$ cat config.mk
export PLATFORM = sky130hd
export DESIGN_NAME = ad7928_spi_responder
export DESIGN_NICKNAME = d
export VERILOG_FILES = /design/src/rtl/ad7928_spi_responder.sv
export SDC_FILE = /design/constraint.sdc
export NUM_CORES = 1
export LEC_CHECK = 0
export BUFFER_PORTS_ARGS = -buffer_cell sky130_fd_sc_hd__buf_2
export CORE_UTILIZATION = 35
export CTS_BUF_LIST = sky130_fd_sc_hd__clkbuf_4
export DETAILED_ROUTE_END_ITERATION = 10
export GPL_TIMING_DRIVEN = 0
export PLACE_DENSITY = 0.63
export RECOVER_POWER = 25
export SLEW_MARGIN = 20
export SYNTH_ARGS = -nofsm -noshare
export SYNTH_HDL_FRONTEND = slang
export SYNTH_SLANG_ARGS = --single-unit
export TNS_END_PERCENT = 5
$ cat constraint.sdc
create_clock -name clk -period 2.9 [get_ports clk]
set_clock_uncertainty 0.15 [all_clocks]
set_input_delay 0.145 -clock clk [delete_from_list [all_inputs] [get_ports clk]]
set_output_delay 0.145 -clock clk [all_outputs]
set_load 0.02 [all_outputs]
$ cat src/rtl/ad7928_spi_responder.sv
// AD7928 ADC emulation as an SPI slave, oversampling the SPI pins in the clk domain.
// Define AD7928_RESP_SEQ_EN to compile in the channel sequencer.
module ad7928_spi_responder #(
    parameter int NUM_DUMMY   = 2,
    parameter int SYNC_STAGES = 2
) (
    input  logic        clk,
    input  logic        reset_n,
    input  logic        spi_cs,
    input  logic        spi_sclk,
    input  logic        spi_mosi,
    output logic        spi_miso,
    output logic        spi_miso_oe,
    input  logic [95:0] ch_data,
    output logic [11:0] cfg_reg,
    output logic [2:0]  cur_ch,
    output logic        init_done,
    output logic        frame_done,
    output logic        frame_err
);

    localparam logic [1:0] ST_IDLE  = 2'd0;
    localparam logic [1:0] ST_SHIFT = 2'd1;
    localparam logic [1:0] ST_HOLD  = 2'd2;

    localparam int DW = (NUM_DUMMY < 2) ? 1 : $clog2(NUM_DUMMY);
    localparam logic [DW-1:0] DUMMY_LAST = DW'((NUM_DUMMY > 0) ? NUM_DUMMY - 1 : 0);

    logic [SYNC_STAGES-1:0] r_cs_sync;
    logic [SYNC_STAGES-1:0] r_sclk_sync;
    logic [SYNC_STAGES-1:0] r_mosi_sync;
    logic                   r_cs_prev;
    logic                   r_sclk_prev;

    logic [1:0]    r_state;
    logic [4:0]    r_edge_cnt;
    logic [15:0]   r_tx;
    logic [11:0]   r_rx;
    logic          r_miso;
    logic          r_oe;
    logic [11:0]   r_cfg;
    logic [2:0]    r_cur_ch;
    logic          r_init_done;
    logic [DW-1:0] r_dummy_cnt;
    logic          r_frame_done;
    logic          r_frame_err;
`ifdef AD7928_RESP_SEQ_EN
    logic          r_seq_on;
    logic [2:0]    r_seq_last;
`endif

    logic        w_cs;
    logic        w_sclk;
    logic        w_mosi;
    logic        w_cs_fall;
    logic        w_cs_rise;
    logic        w_sclk_fall;
    logic [11:0] w_ch [8];
    logic [11:0] w_sample;
    logic [11:0] w_sample_coded;

    // Pins idle with CS and SCLK high, so no spurious edges appear out of reset.
    always_ff @(posedge clk or negedge reset_n) begin
        if (!reset_n) begin
            r_cs_sync   <= '1;
            r_sclk_sync <= '1;
            r_mosi_sync <= '0;
            r_cs_prev   <= 1'b1;
            r_sclk_prev <= 1'b1;
        end else begin
            r_cs_sync[0]   <= spi_cs;
            r_sclk_sync[0] <= spi_sclk;
            r_mosi_sync[0] <= spi_mosi;
            for (int i = 1; i < SYNC_STAGES; i++) begin
                r_cs_sync[i]   <= r_cs_sync[i-1];
                r_sclk_sync[i] <= r_sclk_sync[i-1];
                r_mosi_sync[i] <= r_mosi_sync[i-1];
            end
            r_cs_prev   <= w_cs;
            r_sclk_prev <= w_sclk;
        end
    end

    assign w_cs        = r_cs_sync[SYNC_STAGES-1];
    assign w_sclk      = r_sclk_sync[SYNC_STAGES-1];
    assign w_mosi      = r_mosi_sync[SYNC_STAGES-1];
    assign w_cs_fall   = r_cs_prev & ~w_cs;
    assign w_cs_rise   = ~r_cs_prev & w_cs;
    assign w_sclk_fall = r_sclk_prev & ~w_sclk;

    genvar gi;
    generate
        for (gi = 0; gi < 8; gi++) begin : g_ch
            assign w_ch[gi] = ch_data[12*gi +: 12];
        end
    endgenerate

    assign w_sample       = w_ch[r_cur_ch];
    assign w_sample_coded = r_cfg[0] ? w_sample : {~w_sample[11], w_sample[10:0]};

    always_ff @(posedge clk or negedge reset_n) begin
        if (!reset_n) begin
            r_state      <= ST_IDLE;
            r_edge_cnt   <= '0;
            r_tx         <= '0;
            r_rx         <= '0;
            r_miso       <= 1'b0;
            r_oe         <= 1'b0;
            r_cfg        <= '0;
            r_cur_ch     <= '0;
            r_init_done  <= (NUM_DUMMY == 0);
            r_dummy_cnt  <= '0;
            r_frame_done <= 1'b0;
            r_frame_err  <= 1'b0;
`ifdef AD7928_RESP_SEQ_EN
            r_seq_on     <= 1'b0;
            r_seq_last   <= '0;
`endif
        end else begin
            r_oe         <= ~w_cs;
            r_frame_done <= 1'b0;
            r_frame_err  <= 1'b0;
            case (r_state)
                ST_IDLE: begin
                    if (w_cs_fall) begin
                        r_tx       <= {1'b0, r_cur_ch, w_sample_coded};
                        r_edge_cnt <= '0;
                        r_miso     <= 1'b0;
                        r_state    <= ST_SHIFT;
                    end
                end
                ST_SHIFT: begin
                    // CS rise takes priority over an SCLK fall seen in the same cycle.
                    if (w_cs_rise) begin
                        r_frame_err <= 1'b1;
                        r_miso      <= 1'b0;
                        r_state     <= ST_IDLE;
                    end else if (w_sclk_fall) begin
                        r_edge_cnt <= r_edge_cnt + 5'd1;
                        // Only frame bits 15..4 carry control fields; the rest are dropped.
                        if (r_edge_cnt < 5'd12) begin
                            r_rx <= {r_rx[10:0], w_mosi};
                        end
                        if (r_edge_cnt == 5'd15) begin
                            r_miso  <= 1'b0;
                            r_state <= ST_HOLD;
                        end else begin
                            r_miso <= r_tx[14];
                            r_tx   <= {r_tx[14:0], 1'b0};
                        end
                    end
                end
                ST_HOLD: begin
                    r_miso <= 1'b0;
                    if (w_cs_rise) begin
                        r_frame_done <= 1'b1;
                        r_state      <= ST_IDLE;
                        if (!r_init_done) begin
                            if (r_dummy_cnt == DUMMY_LAST) begin
                                r_init_done <= 1'b1;
                            end
                            r_dummy_cnt <= r_dummy_cnt + 1'b1;
                        end else if (r_rx[11]) begin
                            r_cfg    <= r_rx;
                            r_cur_ch <= r_rx[8:6];
`ifdef AD7928_RESP_SEQ_EN
                            if (r_rx[10] && !r_rx[3]) begin
                                r_seq_on   <= 1'b1;
                                r_seq_last <= r_rx[8:6];
                                r_cur_ch   <= 3'd0;
                            end else if (!r_rx[10]) begin
                                r_seq_on <= 1'b0;
                            end
`endif
                        end
`ifdef AD7928_RESP_SEQ_EN
                        else if (r_seq_on) begin
                            r_cur_ch <= (r_cur_ch == r_seq_last) ? 3'd0 : r_cur_ch + 3'd1;
                        end
`endif
                    end
                end
                default: begin
                    r_state <= ST_IDLE;
                    r_miso  <= 1'b0;
                end
            endcase
        end
    end

    assign spi_miso    = r_miso;
    assign spi_miso_oe = r_oe;
    assign cfg_reg     = r_cfg;
    assign cur_ch      = r_cur_ch;
    assign init_done   = r_init_done;
    assign frame_done  = r_frame_done;
    assign frame_err   = r_frame_err;

endmodule

==> impl_results.md, run 1 <==
* Outcome: complete, no violations
* Sw Share at 0.310
* Clk sink count at 60
* Initial antenna violation count at 1
* Routability cong. at 0.743
* Final hold vios at 0
* Max cap viols at 0
* Multi-input gate area at 1570 um2
* CTS tree: built
* PortBufs at 120
* Combinational share of power at 0.198
* Ys Warns at 0
* Placed wire-length estimate at 5580 um
* F_max at 0.468 GHz
* First-pass GRT wire length at 12,500 um
* Worst-path maximum fanout at 10
* Pin count of the biggest net entering global routing at 61
* Share of layout cells above drive strength 1 at 0.487
* DR vias/cell at 5.19
* Crit path required time at 3.05 ns
* Starting DRT DRC Count at 94
* Flops & latches, synth at 60
* TritonCTS Buffers at 9
* DR WL/cell at 15.5 um
* DRC at 0
* Reg area at 1510 um2
* Worst vdd ir at 0.000171 V
* Slew Viols, Final at 0
* CP arrival at 2.29 ns
* Most common cell after layout, fill and taps aside: buf_2
* Pwr per Cell Area at 480 nW/um2
* Int Power at 0.00138 W
* Crit path buf inv count at 2
* Mapped Cells at 238
* Share of flip-flops with an asynchronous set or reset at 1.00
* Core Rows at 34
* Area growth syn-to-layout at 27.6%
* Routed vias at 2,526
* CP endpoint kind: register
* Syn Area/Cell at 13.7 um2
* Synth area leader: dfrtp_1
* Die ar. at 9700 um2
* Clock transition at the registers of the reported paths at 0.11 ns
* Detail Route Antenna Nets at 0
* Synthesized area at 3260 um2
* Die width at 98.5 um
* GRT Residual Overflow at 0
* Slowest cell on the critical path: dfstp_1
* Post-synth top area share at 0.415
* Yosys cell types at 43
* Crit-path max cell delay at 0.64 ns
* Root Buffer: clkbuf_4
* Hold crit path type: in -> reg
* Longest Clk Path Bufs at 2
* Global-route usage over all layers at 0.166
* Top cell family by delay on the critical path: flip-flops
* Syn Nets at 341
* Vias in the first global route at 2,628
* Most frequent cells in the layout: buf_2, dfrtp_1, mux2_1
* Dominant synthesized flop cell: dfrtp_1
* RSZ-0062 raised after global routing: false
* Register area share after synthesis at 0.463
* Crit Path Category: reg -> reg
* DIE HEIGHT at 98.5 um
* Fin crit share at 0.737
* Max_slew headroom at 0.0330
* Core area at 8850 um2
* Fillers at 815
* WL final at 7540 um
* Final Setup Violations at 0
* Clock Power Share at 0.262
* Ports at 121
* Layout Nets at 476
* Largest cells by area after synthesis: dfrtp_1, mux4_2, mux2_1, mux2i_1, dfstp_2
* Reg power frac at 0.540
* Post-synth EDFFs at 0
* Worst-Skew Late Latency at 0.42 ns
* Slew @ Worst Pin at 1.45 ns
* Final TNS setup at 0 ns
* Setup crit start kind: register
* Pre-antenna DRT Iters at 4
* Tmin final at 2.14 ns
* Largest register FFs at 15
* H-Tree Depth at 3
* Starting Density at 0.368
* NetSw at 0.000619 W
* Critical-path cell list: nand2b_1 -> buf_2 -> nor2_1 -> and3_1 -> buf_6 -> mux2_1
* P_leak at 2.06 nW
* Overall Power at 0.00200 W
per-stage QoR:
step / worst slack, ns / hold slack (ns) / instance area, um2 / utilization / cells
after global routing: 0.594 / 0.0942 / 4160 / 0.470 / 487
after CTS: 0.798 / 0.0984 / 4160 / 0.470 / 486
after detailed placement: 0.827 / 0.104 / 4000 / 0.452 / 466
after global placement: 0.817 / 0.104 / 3990 / 0.451 / 466
final: 0.763 / 0.0918 / 4160 / 0.470 / 487
after floorplan: 0.935 / -0.301 / 3260 / - / 238
area by class of cell:
class                           count  area share
Inverter                            4     0.00361
Multi-Input combinational cell    152       0.378
Clock inverter                      7      0.0126
Tap cell                          108      0.0325
Buffer                             22      0.0388
Clock buffer                        9      0.0163
Antenna cell                        1    0.000602
Sequential cell                    60       0.363
Timing Repair Buffer              124       0.154
cell usage after synthesis (4+ instances only):
| cell type | n |
|---|---|
| a211oi_1 | 11 |
| a21o_1 | 11 |
| buf_2 | 7 |
| buf_4 | 4 |
| buf_6 | 5 |
| clkbuf_1 | 4 |
| dfrtp_1 | 54 |
| dfstp_2 | 6 |
| inv_1 | 4 |
| mux2_1 | 23 |
| mux2i_1 | 16 |
| mux4_1 | 5 |
| mux4_2 | 19 |
| nand2_1 | 8 |
| nand2b_1 | 5 |
| nor2_1 | 13 |
| o21ai_1 | 7 |
routing by layer:
metal | vias to the layer above | wire length [um] | track usage | part of all wire
li1 | 1187 | - | - | -
met1 | 1244 | 3440 | 0.214 | 0.46
met2 | 82 | 3650 | 0.275 | 0.48
met3 | 13 | 300 | 0.0319 | 0.040
met4 | 0 | 147 | 0.0712 | 0.020
met5 | - | 0 | 0 | 0
power groups by stage:
stage	Clock [W]	Combinational, W	Sequential (W)
floorplan	0	0.000261	0.00107
global placement	0	0.000383	0.00109
detailed placement	0	0.000395	0.00109
CTS	0.000532	0.000401	0.00108
global route	0.000585	0.000442	0.00110
finish	0.000522	0.000396	0.00108
tightest hold or removal path, stage by stage:
cell and delay, ns:
buf_2 0.07, mux4_2 0.21, mux2i_1 0.07, o21ai_1 0.13
path summary, 6_finish.rpt:
| check | slack [ns] | depth (start not counted) | to | startpoint |
|---|---|---|---|---|
| worst max-delay path | 0.76 | 6 | cfg_reg[6]$_DFFE_PN0P_ | r_cs_sync[1]$_DFF_PN1_ |
| worst min-delay path | 0.09 | 4 | r_tx[0]$_DFFE_PN0P_ | ch_data[0] |
| worst max register to register | 0.76 | 6 | cfg_reg[6]$_DFFE_PN0P_ | r_cs_sync[1]$_DFF_PN1_ |
| worst min register to register | 0.22 | 0 | r_mosi_sync[1]$_DFF_PN0_ | r_mosi_sync[0]$_DFF_PN0_ |
| max in group asynchronous | 1.28 | 2 | frame_done$_DFF_PN0_ | reset_n |
| min in group asynchronous | 0.45 | 2 | r_tx[8]$_DFFE_PN0P_ | reset_n |
what timing repair did:
action | in CTS | in global routing
resized for setup | 0 | 0
buffers inserted | 0 | 0
endpoints found under the setup margin | 0 | 0
endpoints found under the hold margin | 57 | 0
hold buffers | 4 | 0
cell families after synthesis:
family / after synthesis / share of synthesized area
and+or+nand+nor: 45 / 0.0806
xor gates and xnor gates: 1 / 0.00269
DFF: 60 / 0.463
adders and majority gates: 2 / 0.00768
muxes: 64 / 0.304
AOI/OAI and AO/OA: 40 / 0.0879
buffers and inverters: 26 / 0.0541
No activity file was read; power rests on OpenSTA's default activity.
==> inputs of run 2 (changes only) <==
==> constraint.sdc (replaced) <==
create_clock -name clk -period 2.18 [get_ports clk]
set_clock_uncertainty 0.15 [all_clocks]
set_input_delay 0.109 -clock clk [delete_from_list [all_inputs] [get_ports clk]]
set_output_delay 0.109 -clock clk [all_outputs]
set_load 0.02 [all_outputs]
==> impl_results.md, run 2 (synthesized netlist as in run 1, its figures left out) <==
* Top cell family by delay on the critical path: multiplexers
* Area growth syn-to-layout at 27.6% (about the same)
* Crit path buf inv count at 2 (unchanged)
* Most common cell after layout, fill and taps aside: buf_2
* Routability cong. at 0.743 (unchanged)
* Starting Density at 0.368 (unchanged)
* DRC at 0 (unchanged)
* Ports at 121 (unchanged)
* Outcome: complete, no violations
* Sw Share at 0.310 (about the same)
* Root Buffer: clkbuf_4
* Pin count of the biggest net entering global routing at 61 (unchanged)
* R2R depth at 6 (unchanged)
* Die ar. at 9700 um2 (unchanged)
* Clk sink count at 60 (unchanged)
* Clock Power Share at 0.262 (about the same)
* Setup crit start kind: register
* Pwr per Cell Area at 638 nW/um2 (+33%)
* Hold crit path type: in -> reg
* FF-to-FF setup slack at 0.07 ns (-0.69 ns)
* Placed wire-length estimate at 5580 um (unchanged)
* Combinational share of power at 0.198 (about the same)
* GRT Residual Overflow at 0 (unchanged)
* Crit Path Category: reg -> reg
* CTS tree: built
* Worst-Skew Late Latency at 0.42 ns (about the same)
* DR vias/cell at 5.14 (-0.83%)
* Largest register FFs at 15 (unchanged)
* Final Worst Setup Slack at 0.0729 ns (-0.690 ns)
* Reg power frac at 0.540 (about the same)
* DR WL/cell at 15.5 um (about the same)
* Share of layout cells above drive strength 1 at 0.492 (+0.00529)
* Global-route usage over all layers at 0.166 (unchanged)
* RSZ-0062 raised after global routing: true
* Initial antenna violation count at 1 (unchanged)
* Vias in the first global route at 2,628 (unchanged)
* Hold path cells at 4 (unchanged)
* Worst vdd ir at 0.000227 V (+33%)
* Hold endpoint: r_tx[0]$_DFFE_PN0P_
* Detail Route Antenna Nets at 0 (unchanged)
* Slowest cell on the critical path: mux4_2
* Hold Crit Start: ch_data[0]
* Core Rows at 34 (unchanged)
* CP endpoint kind: register
* CP arrival at 2.26 ns (-0.03 ns)
* Final TNS setup at 0 ns (unchanged)
* Worst-path maximum fanout at 10 (unchanged)
* Slew Viols, Final at 0 (unchanged)
* Die width at 98.5 um (unchanged)
* RR Startpoint: cfg_reg[6]$_DFFE_PN0P_
* Critical-path cell list: buf_6 -> buf_12 -> mux4_2 -> mux2i_1 -> nand4_1 -> nor3b_2
* H-Tree Depth at 3 (unchanged)
* Fillers at 814 (-0.12%)
* Clock transition at the registers of the reported paths at 0.11 ns (about the same)
* Pre-antenna DRT Iters at 4 (unchanged)
* Tmin final at 2.11 ns (-0.0302 ns)
* WL final at 7540 um (about the same)
* Layout Nets at 476 (unchanged)
* Starting DRT DRC Count at 96 (+2.1%)
* Routed vias at 2,505 (-0.83%)
* F_max at 0.475 GHz (+1.4%)
* Max cap viols at 0 (unchanged)
* P_leak at 2.06 nW (about the same)
* NetSw at 0.000823 W (+33%)
* Worst reg2reg endpoint: r_tx[11]$_DFFE_PN0P_
* Core area at 8850 um2 (unchanged)
* First-pass GRT wire length at 12,500 um (unchanged)
* Pre-CTS setup slack at 0.107 ns (-0.720 ns)
* Slew @ Worst Pin at 1.45 ns (-0.00276 ns)
* Crit path required time at 2.33 ns (-0.72 ns)
* Most frequent cells in the layout: buf_2, dfrtp_1, mux2_1
* Crit-path max cell delay at 0.51 ns (-0.13 ns)
* TritonCTS Buffers at 9 (unchanged)
* Max_slew headroom at 0.0348 (+0.00184)
* Final hold vios at 0 (unchanged)
* Final Setup Violations at 0 (unchanged)
* PortBufs at 120 (unchanged)
* Int Power at 0.00183 W (+33%)
* Longest Clk Path Bufs at 2 (unchanged)
* DIE HEIGHT at 98.5 um (unchanged)
* Fin crit share at 0.967 (+0.230)
## run 2: what timing repair did
item                       CTS  global route
setup endpoints to repair    0            10
setup buffers                0             0
hold endpoints to repair    57             0
gates resized for setup      0             1
hold buffers                 4             0
## run 2: layout make-up
cell class              instances  area (um2)  area share
plain buffers                  22         161      0.0388
clock buffers                   9        67.6      0.0162
repair buffers                124         641       0.154
clock inverters                 7        52.6      0.0126
diodes                          1        2.50    0.000602
inverters                       4        15.0     0.00361
well taps                     108         135      0.0325
multi-input cells             152        1580       0.379
flip-flops and latches         60        1510       0.363
## run 2: routing by layer
metal	part of all wire	track usage	wire, um	vias to the layer above
met5	0	0	0	-
met4	0.017	0.0712	129	0
li1	-	-	-	1187
met1	0.46	0.214	3450	1234
met2	0.49	0.275	3680	72
met3	0.037	0.0319	281	12
## run 2: worst max path at each step
stage | depth (start not counted) | start | to | slack (ns)
finish | 6 | cfg_reg[6]$_DFFE_PN0P_ | r_tx[11]$_DFFE_PN0P_ | 0.07
global route | 8 | r_edge_cnt[0]$_DFFE_PN0P_ | r_tx[11]$_DFFE_PN0P_ | -0.02
CTS | 6 | r_cs_sync[1]$_DFF_PN1_ | cfg_reg[6]$_DFFE_PN0P_ | 0.08
detailed placement | 6 | r_cs_sync[1]$_DFF_PN1_ | cfg_reg[6]$_DFFE_PN0P_ | 0.11
global placement | 6 | r_cs_sync[1]$_DFF_PN1_ | cfg_reg[6]$_DFFE_PN0P_ | 0.1
floorplan | 6 | cfg_reg[6]$_DFFE_PN0P_ | r_tx[11]$_DFFE_PN0P_ | 0.22
## run 2: worst register-to-register path: cells and delay by family, from the launching register on
family	cells	cell delay, ns
multiplexers	2	0.79
AND/OR/NAND/NOR	2	0.32
flip-flops	1	0.41
buffers and inverters	2	0.33
## run 2: power groups by stage
stage / clock network, W / registers, W / logic (W)
after CTS: 0.000707 / 0.00143 / 0.000534
after detailed placement: 0 / 0.00145 / 0.000526
after floorplan: 0 / 0.00142 / 0.000347
final: 0.000695 / 0.00143 / 0.000526
after global placement: 0 / 0.00144 / 0.000509
after global routing: 0.000778 / 0.00146 / 0.000589
## run 2: per-stage QoR
step	hold WS [ns]	area [um2]	std cells	utilization	total power (W)
finish	0.0587	4160	487	0.470	0.00265
floorplan	-0.337	3260	238	-	0.00177
global route	0.0582	4160	487	0.470	0.00282
global placement	0.0685	3990	466	0.451	0.00195
CTS	0.0624	4160	486	0.470	0.00267
detailed placement	0.0676	4000	466	0.452	0.00198
